==> src/rtl/mem_port_arbiter.sv <==
// mem_port_arbiter
//   Shares the single main-memory word port (4 x 8-bit lanes, fixed latency)
//   between the instruction cache (port 0) and the data cache (port 1).
//   Serialises accesses, sequences memory timing and returns a one-cycle
//   done pulse with read data. Callers keep no latency counters.
//
// Ports
//   clk, rst                 clock / synchronous active-high reset
//   req0/1, we0/1            request (held until done) and write flag
//   addr0/1, wdata0/1        word address and write lanes [0:3]
//   gnt0/1                   port owns memory (ACCESS or RESP)
//   done0/1                  one-cycle completion pulse
//   rdata0/1                 read lanes, held until that port's next read
//   busy                     arbiter not idle
//   mem_addr, mem_data_in    address / write lanes to memory
//   mem_write_en             write strobe (first access cycle only)
//   mem_data_out             read lanes from memory
module mem_port_arbiter #(
  parameter int READ_LAT  = 5,
  parameter int WRITE_LAT = 6
) (
  input  logic            clk,
  input  logic            rst,
  input  logic            req0,
  input  logic            req1,
  input  logic            we0,
  input  logic            we1,
  input  logic [31:0]     addr0,
  input  logic [31:0]     addr1,
  input  logic [0:3][7:0] wdata0,
  input  logic [0:3][7:0] wdata1,
  output logic            gnt0,
  output logic            gnt1,
  output logic            done0,
  output logic            done1,
  output logic [0:3][7:0] rdata0,
  output logic [0:3][7:0] rdata1,
  output logic            busy,
  output logic [31:0]     mem_addr,
  output logic [0:3][7:0] mem_data_in,
  output logic            mem_write_en,
  input  logic [0:3][7:0] mem_data_out
);

  localparam int MAX_LAT = (READ_LAT > WRITE_LAT) ? READ_LAT : WRITE_LAT;
  localparam int CW      = $clog2(MAX_LAT) + 1;

  localparam logic [CW-1:0] RD_END = CW'(READ_LAT - 1);
  localparam logic [CW-1:0] WR_END = CW'(WRITE_LAT - 1);

  localparam logic [1:0] S_IDLE   = 2'd0;
  localparam logic [1:0] S_ACCESS = 2'd1;
  localparam logic [1:0] S_RESP   = 2'd2;

  logic [1:0]    state;
  logic [CW-1:0] cnt;
  logic          last;   // port granted most recently; loser of the next tie
  logic          owner;  // port owning the current access
  logic          we_q;
  logic          sel;    // port to grant when leaving IDLE
  logic          acc_end;

  // Lone requester wins; on a tie the port that did not go last wins.
  always_comb begin
    sel = req1 & (~req0 | ~last);
  end

  always_comb begin
    acc_end = we_q ? (cnt == WR_END) : (cnt == RD_END);
  end

  assign busy = (state != S_IDLE);

  always_ff @(posedge clk) begin
    if (rst) begin
      state        <= S_IDLE;
      cnt          <= '0;
      last         <= 1'b1;
      owner        <= 1'b0;
      we_q         <= 1'b0;
      gnt0         <= 1'b0;
      gnt1         <= 1'b0;
      done0        <= 1'b0;
      done1        <= 1'b0;
      rdata0       <= '0;
      rdata1       <= '0;
      mem_addr     <= '0;
      mem_data_in  <= '0;
      mem_write_en <= 1'b0;
    end else begin
      case (state)
        S_IDLE: begin
          if (req0 | req1) begin
            owner        <= sel;
            last         <= sel;
            we_q         <= sel ? we1 : we0;
            mem_addr     <= sel ? addr1 : addr0;
            mem_data_in  <= sel ? wdata1 : wdata0;
            mem_write_en <= sel ? we1 : we0;
            gnt0         <= ~sel;
            gnt1         <= sel;
            cnt          <= '0;
            state        <= S_ACCESS;
          end
        end
        S_ACCESS: begin
          cnt          <= cnt + 1'b1;
          mem_write_en <= 1'b0;
          if (acc_end) begin
            // mem_data_out is valid in the last latency cycle only.
            if (!we_q) begin
              if (owner) rdata1 <= mem_data_out;
              else       rdata0 <= mem_data_out;
            end
            state <= S_RESP;
          end
        end
        S_RESP: begin
          // Two edges in RESP: the first raises done, the second retires the
          // access. The requester drops req at the edge where it sees done,
          // so IDLE must not sample reqs before that edge has passed.
          if (!(done0 | done1)) begin
            done0 <= ~owner;
            done1 <= owner;
          end else begin
            done0       <= 1'b0;
            done1       <= 1'b0;
            gnt0        <= 1'b0;
            gnt1        <= 1'b0;
            mem_addr    <= '0;
            mem_data_in <= '0;
            state       <= S_IDLE;
          end
        end
        default: state <= S_IDLE;
      endcase
    end
  end

endmodule
==> config.mk <==
export PLATFORM = sky130hd
export DESIGN_NAME = mem_port_arbiter
export DESIGN_NICKNAME = d
export VERILOG_FILES = /design/src/rtl/mem_port_arbiter.sv
export SDC_FILE = /design/constraint.sdc
export NUM_CORES = 1
export LEC_CHECK = 0
export BUFFER_PORTS_ARGS = -buffer_cell sky130_fd_sc_hd__buf_4
export CORE_AREA = 4 4 127 129
export DETAILED_ROUTE_END_ITERATION = 12
export DIE_AREA = 0 0 131 133
export PLACE_DENSITY = 0.71
export RECOVER_POWER = 25
export SLEW_MARGIN = 20
export SYNTH_ARGS = -nofsm -noshare
export SYNTH_HDL_FRONTEND = slang
export SYNTH_SLANG_ARGS = --single-unit
==> constraint.sdc <==
create_clock -name clk -period 3.5 [get_ports clk]
set_clock_uncertainty 0.05 [all_clocks]
set_input_delay 0.525 -clock clk [delete_from_list [all_inputs] [get_ports clk]]
set_output_delay 0.525 -clock clk [all_outputs]
set_load 0.03 [all_outputs]
Yosys cells after proc, flatten, opt, wreduce, memory -nomap -nowiden --
Index checks and enable logic that the tools add are counted. W data, S select, Z words.
Word-level totals: bits in registers 142, input port bits 166, output and inout port bits 134, word-level logic and storage cells 74
Operators by class: add/subtract/negate cells 1, equal/unequal tests 7, multiplexer cells 24, bitwise operators 9, reduce and logical (&&, ||, !) cells 10
Operators with widths (count):
- $mux W32 | 5
- $pmux W32 S2 | 2
- $eq A4 B3 Y1 const B | 2
- $mux W1 | 8
- $pmux W4 S2 | 1
- $reduce_and A4 Y1 | 2
- $mux W2 | 3
- $ne A2 B2 Y1 const B | 3
- $pmux W1 S2 | 3
- $pmux W2 S3 | 1
- $reduce_and A3 Y1 | 2
- $reduce_bool A2 Y1 | 3
- $not A1 Y1 | 5
- $add A4 B1 Y4 const B | 1
- $mux W4 | 1
- $reduce_and A2 Y1 | 2
- $or A1 B1 Y1 | 3
- $eq A2 B1 Y1 const B | 1
- $eq A2 B2 Y1 const B | 1
- $logic_not A2 Y1 | 1
- $and A1 B1 Y1 | 1

Depth between registers and ports, before layout --
Gate-level depths: netlist of the first run.
word-level depth 6, mapped depth 7, gate-level depth less buffers 4

Worst setup path before layout of the first run --
Ideal clock, no wire load.
kind input to register, start input req0, end register mem_addr[0], library setup time 0.141 ns, data arrival time 1.515 ns, data required time 3.309 ns, slack 1.794 ns, cell stages on the path 6, buffers on the path 2, cells stage by stage or2_1 a22o_1 buf_4 buf_2 nor2_1 nor3_2
On the way: cells in the longest elaborated chain, start to end 6, elaborated cells on any way between the ends 9, classes of those cells eq/ne (1); mux (3); bitwise (4); reduce/logical (1)
RTL lines:
- start, declared | RTL line 24 | input logic req0,
- $not A1 Y1 | RTL line 65 | sel = req1 & (~req0 | ~last);
- $or A1 B1 Y1 | RTL line 65
- $and A1 B1 Y1 | RTL line 65
- $mux W32 | RTL line 97 | mem_addr <= sel ? addr1 : addr0;
- $mux W32 | RTL line 93 | if (req0 | req1) begin
- $pmux W32 S2 | RTL line 91 | case (state)
- end signal, assigned | RTL line 97
- end, declared | RTL line 39 | output logic [31:0] mem_addr,
Several ways; a longest one is shown, not always the timed one. The select of a mux whose other input is x is not followed. A chain may end at the register's enable or synchronous reset.

Worst setup path after layout of the first run --
start input rst, end register rdata0[11] (netlist name)
RTL lines:
- start, declared | RTL line 23 | input logic rst,
- end signal, assigned | RTL line 113 | else rdata0 <= mem_data_out;
- end, declared | RTL line 36 | output logic [0:3][7:0] rdata0,
No word-level cell between the ends.

==> impl_metrics.ini, run 1 <==
[outcome]
status = finished, violations left
violations = max-capacitance violations, max-slew violations

[clock_network]
ctsHoldBuffers = 0
cts_buffers = 17
cts.reportedPaths.clkPinSlew_ns = 0.06
cts_buffer_depth = 2
insertion_delay_ns = 0.42
cts_tree = built
cts_setup_buffers = 0
root_buffer = clkbuf_16
cts_sinks = 142
cts-resized-gates = 0
htreeDepth = 4

[placed_design]
detailed_place_hpwl_mm = 14.2
dp_cells = 1094
port_buffers = 299
gp_congestion = 0.810

[sta]
drv_slew = 30
fin_crit_sh_pct = 74.4
hold_viol = 0
finalSetupViolCount = 0
tns_ns = 0
grt_setup_unrepaired = false
period_needed_ns = 2.60
fmax_mhz = 384
worst_pin_slew_ns = 2.14
slew_headroom_pct = -42.7

[critical_path]
endpoint_kind = flip-flop
arrival_ns = 2.83
required_ns = 3.73
cp_max_fo = 45
crit_path_start_kind = input port
critPathKind = input port to flip-flop

[logic_synthesis]
yosysUniqueCellTypes = 37
syn_nets = 817
synth_top_area_share_pct = 48.1
yosys-top-cells-area = dfxtp_1 (48%), nand2_1 (8.8%), nor3_2 (8.5%)
ys_warn_count = 0
syn_area_per_cell_sq_um = 9.09
synth_common_cells = dfxtp_1 (142), nand2_1 (139), nor2_1 (75)
synth_ff_type = dfxtp_1
synth.cell_area_sq_um = 5910
yosysMostFrequentCell = dfxtp_1
async_flop_share_pct = 0
seq_area_frac_synth_pct = 48.1
synthCells = 650
ys_ff_latch = 142
synth_edf_count = 0
yosysTopAreaCell = dfxtp_1

[layout]
final_nets = 1092
area_growth_pct = 44.8
multi_input_area_sq_um = 2750
drive_gt1_share_pct = 39.3
antennaDiodeCount = 0
fill_cells = 1411
final_util_pct = 56.9
regArea_sq_um = 2840
layoutNonFillerInstCount = 1125

[die]
core_sq_um = 15000
die_y_microns = 133
die_area_sq_um = 17400
io_pins = 300
start_util_pct = 39.3
rows = 45
die_w_microns = 131

[drt]
drt-total-wl_mm = 19.7
route.antenna.remaining_nets = 0
drt_iter0_drc = 246
drt_first_pass_iters = 4
vias = 5698
vias_per_cell = 5.06
routedWlPerCell_microns = 17.5
drc = 0

[pwr]
power_leakage_nw = 3.48
p_seq_share_pct = 40.3
ir_drop_uv = 279
p_sw_mw = 1.26
swShare_pct = 28.8
power_density_nw_per_um2 = 510
internal-power_mw = 3.11
p_comb_share_pct = 19.2
clkPwrFrac_pct = 40.5

[global_routing]
antenna_found_initial = 0
grt_pass1_wl_mm = 29.3
grt_pass1_vias = 5474
overflow = 0
track_usage_pct = 21.4
grt_max_degree = 70

[min_path]
min_path_type = input port to flip-flop

[job]
cap_violations = 1
==> flip-flops by register name (all words and copies together), names as in the netlist, 2 cells and up <==
signal,cells
rdata0,32
cnt,4
state,2
mem_data_in,32
rdata1,32
mem_addr,32
==> power groups by stage <==
stage	Sequential, mW	Clock (mW)	Combinational (mW)
3_5_place_dp	1.79	0	0.878
5_1_grt	1.77	1.89	0.902
6_report	1.76	1.77	0.840
4_1_cts	1.76	1.81	0.880
3_3_place_gp	1.79	0	0.872
2_1_floorplan	1.96	0	0.350
==> cell usage in the layout (no fill, tap or decap), types with 2 or more instances in the layout <==
cell type   netlist  final
clkbuf_1         24     62
nand2_1         139    139
nand3_1           4      4
nor2_1           75     75
nand2b_1          2      2
buf_4            13    250
bufinv_16         0      2
dfxtp_1         142    142
and2_1            2      2
nand4_1           2      2
nor3_2           50     50
clkinv_4          0      4
a221oi_2         28     28
clkinvlp_4        0      4
a21oi_1          74     74
or2_1             2      2
nor3_1           17     17
buf_12            0      2
nor2_4            2      2
a221oi_1         35     35
clkbuf_16         0     17
==> worst max-delay path: stages <==
cell and delay (ns):
clkbuf_1 1.50, buf_4 0.67, a21oi_1 0.09
==> worst paths after layout <==
kind | slack (ns) | endpoint | cells after the start | startpoint
setup / recovery | 0.90 | rdata0[11]$_SDFFE_PP0P_ | 3 | rst
hold reg to reg | 0.40 | rdata0[0]$_SDFFE_PP0P_ | 2 | rdata0[0]$_SDFFE_PP0P_
setup reg to reg | 1.34 | mem_data_in[31]$_SDFFE_PP0P_ | 5 | state[0]$_SDFFE_PP0P_
hold / removal | 0.31 | rdata0[9]$_SDFFE_PP0P_ | 3 | mem_data_out[9]
==> stage by stage <==
stage	hold WS, ns	power (mW)	instance area [sq um]	setup WS [ns]
2_1_floorplan	0.412	2.31	5910	1.79
3_3_place_gp	0.391	2.66	8200	1.11
3_5_place_dp	0.397	2.67	8200	1.08
4_1_cts	0.288	4.45	8780	1.36
5_1_grt	0.291	4.56	8560	0.734
6_report	0.307	4.37	8560	0.896
==> metal layers <==
metal	vias up	global-route usage, %	part of all wire [%]
li1	2831	-	-
met1	2636	25.1	39
met2	207	36.1	50
met3	24	7.91	9.4
met4	0	6.63	1.7
met5	-	0	0
==> kinds of logic after synthesis <==
family / count (synthesis) / share of synthesized area, %
and+or+nand+nor: 303 / 26.3
AOI/OAI and AO/OA: 144 / 19.6
DFF: 142 / 48.1
buffers and inverters: 58 / 5.46
xor gates and xnor gates: 2 / 0.296
adders and majority gates: 1 / 0.212
==> area by class of cell <==
cell class / count / area share, %
Clock inverter: 12 / 1.62
Sequential cell: 142 / 33.2
Multi-Input combinational cell: 450 / 32.1
Tap cell: 188 / 2.75
Timing Repair Buffer: 313 / 25.1
Inverter: 1 / 0.0439
Clock buffer: 19 / 5.18
(Power assumes the default switching activity.)
==> run 2: changes to the inputs <==
==> constraint.sdc (replaced) <==
create_clock -name clk -period 2.6 [get_ports clk]
set_clock_uncertainty 0.05 [all_clocks]
set_input_delay 0.39 -clock clk [delete_from_list [all_inputs] [get_ports clk]]
set_output_delay 0.39 -clock clk [all_outputs]
set_load 0.03 [all_outputs]
==> impl_metrics.ini, run 2 (synthesis results as in run 1) <==
[outcome]
status = complete, no violations

[die]
die_area_sq_um = 17400
core_sq_um = 15000
die_w_microns = 131
die_y_microns = 133
start_util_pct = 39.3
io_pins = 300
rows = 45

[layout]
antennaDiodeCount = 0
area_growth_pct = 44.7
final_nets = 1094
drive_gt1_share_pct = 38.9
mostFrequentLayoutCells = buf_4 (248), dfxtp_1 (142), nand2_1 (139)
final_common_cell = buf_4
stdcell_area_sq_um = 8550
fill_cells = 1458
final_util_pct = 56.9

[placed_design]
detailed_place_hpwl_mm = 14.0
gp_congestion = 0.835
preCtsSetupSlack_ns = 0.748
port_buffers = 299
placed_cell_area_sq_um = 8240

[clock_network]
cts_buffer_depth = 2
cts_tree = built
htreeDepth = 4
cts_buffers = 17
cts_setup_buffers = 0
cts-resized-gates = 0
insertion_delay_ns = 0.41
cts_sinks = 142
root_buffer = clkbuf_16
ctsHoldBuffers = 0
cts.reportedPaths.clkPinSlew_ns = 0.06

[critical_path]
max_stage_delay_ns = 0.33
cp_slowest_cell = dfxtp_1
required_ns = 2.16
regToRegSetupSlack_ns = 0.80
endpoint_kind = output pin
cp_max_fo = 5
arrival_ns = 1.38
cp_cell_sequence = nor2_1 -> inv_1 -> buf_4
critPathKind = flip-flop to output pin
crit_path_start_kind = flip-flop

[pwr]
power_density_nw_per_um2 = 671
ir_drop_uv = 403
power_leakage_nw = 3.47

[global_routing]
grt_max_degree = 53
overflow = 0
grt_pass1_vias = 5403
track_usage_pct = 21.2
grt_pass1_wl_mm = 29.0
antenna_found_initial = 0

[drt]
drt-total-wl_mm = 19.4
vias_per_cell = 5.11
drt_iter0_drc = 267
drt_first_pass_iters = 4
drc = 0
route.antenna.remaining_nets = 0
routedWlPerCell_microns = 17.2
vias = 5754

[sta]
worst_pin_slew_ns = 0.586
fmax_mhz = 550
fin_crit_sh_pct = 69.9
drv_slew = 0
period_needed_ns = 1.82
hold_viol = 0
finalSetupViolCount = 0
holdWs_ns = 0.176
grt_setup_unrepaired = false
slew_headroom_pct = 60.9
tns_ns = 0
setup_slack_ns = 0.781

[min_path]
min_path_type = input port to flip-flop

[job]
cap_violations = 0
run 2: cell count changes in the layout (fill, tap and decap cells not counted):
cell / change
clkinvlp_4: -2
buf_12: +2
and2_0: +1
clkbuf_1: +5
buf_4: -2
bufinv_16: -1
or2_1: -1
clkinv_2: +1
or2_0: +1
inv_6: -1
and2_1: -1
run 2: worst paths after layout:
check | endpoint | from | depth (start not counted)
worst max register to register | rdata0[21]$_SDFFE_PP0P_ | state[0]$_SDFFE_PP0P_ | 5
worst max-delay path | busy | state[1]$_SDFFE_PP0P_ | 3
worst min-delay path | rdata1[13]$_SDFFE_PP0P_ | mem_data_out[13] | 3
worst min register to register | gnt0$_SDFFE_PP0P_ | gnt0$_SDFFE_PP0P_ | 2
run 2: layout make-up:
class | instances | area, sq um | share of cell area (%)
sequential | 142 | 2840 | 33.2
multi-input combinational | 450 | 2750 | 32.1
timing repair buffer | 315 | 2180 | 25.5
clock buffer | 22 | 454 | 5.31
tap | 188 | 235 | 2.75
clock inverter | 9 | 90.1 | 1.05
inverter | 1 | 3.75 | 0.0439
run 2: routing by layer:
layer  vias up  global-route usage [%]  wire, microns
li1       2829                       -              -
met5         -                       0              0
met1      2689                    24.9           7760
met4         0                    7.60            385
met3        29                    7.91           1700
met2       207                    35.1           9560
run 2: stage by stage:
step                      power [mW]  std cells
final                           5.74       1127
after CTS                       5.85       1127
after floorplan                 3.11        650
after global routing            5.98       1127
after global placement          3.59       1096
after detailed placement        3.60       1096
run 2: critical path: cells and delay by family, from the launching register on:
family,cells,cell delay (ns)
buffers and inverters,2,0.31
DFF,1,0.33
and+or+nand+nor,1,0.32
run 2: report_power, final:
| group | total [mW] | leakage (nW) | internal (mW) | switching (mW) |
|---|---|---|---|---|
| logic | 1.13 | 2.05 | 0.447 | 0.683 |
| registers | 2.37 | 1.16 | 2.30 | 0.0662 |
| clock network | 2.24 | 0.260 | 1.34 | 0.902 |
| total | 5.74 | 3.47 | 4.08 | 1.65 |
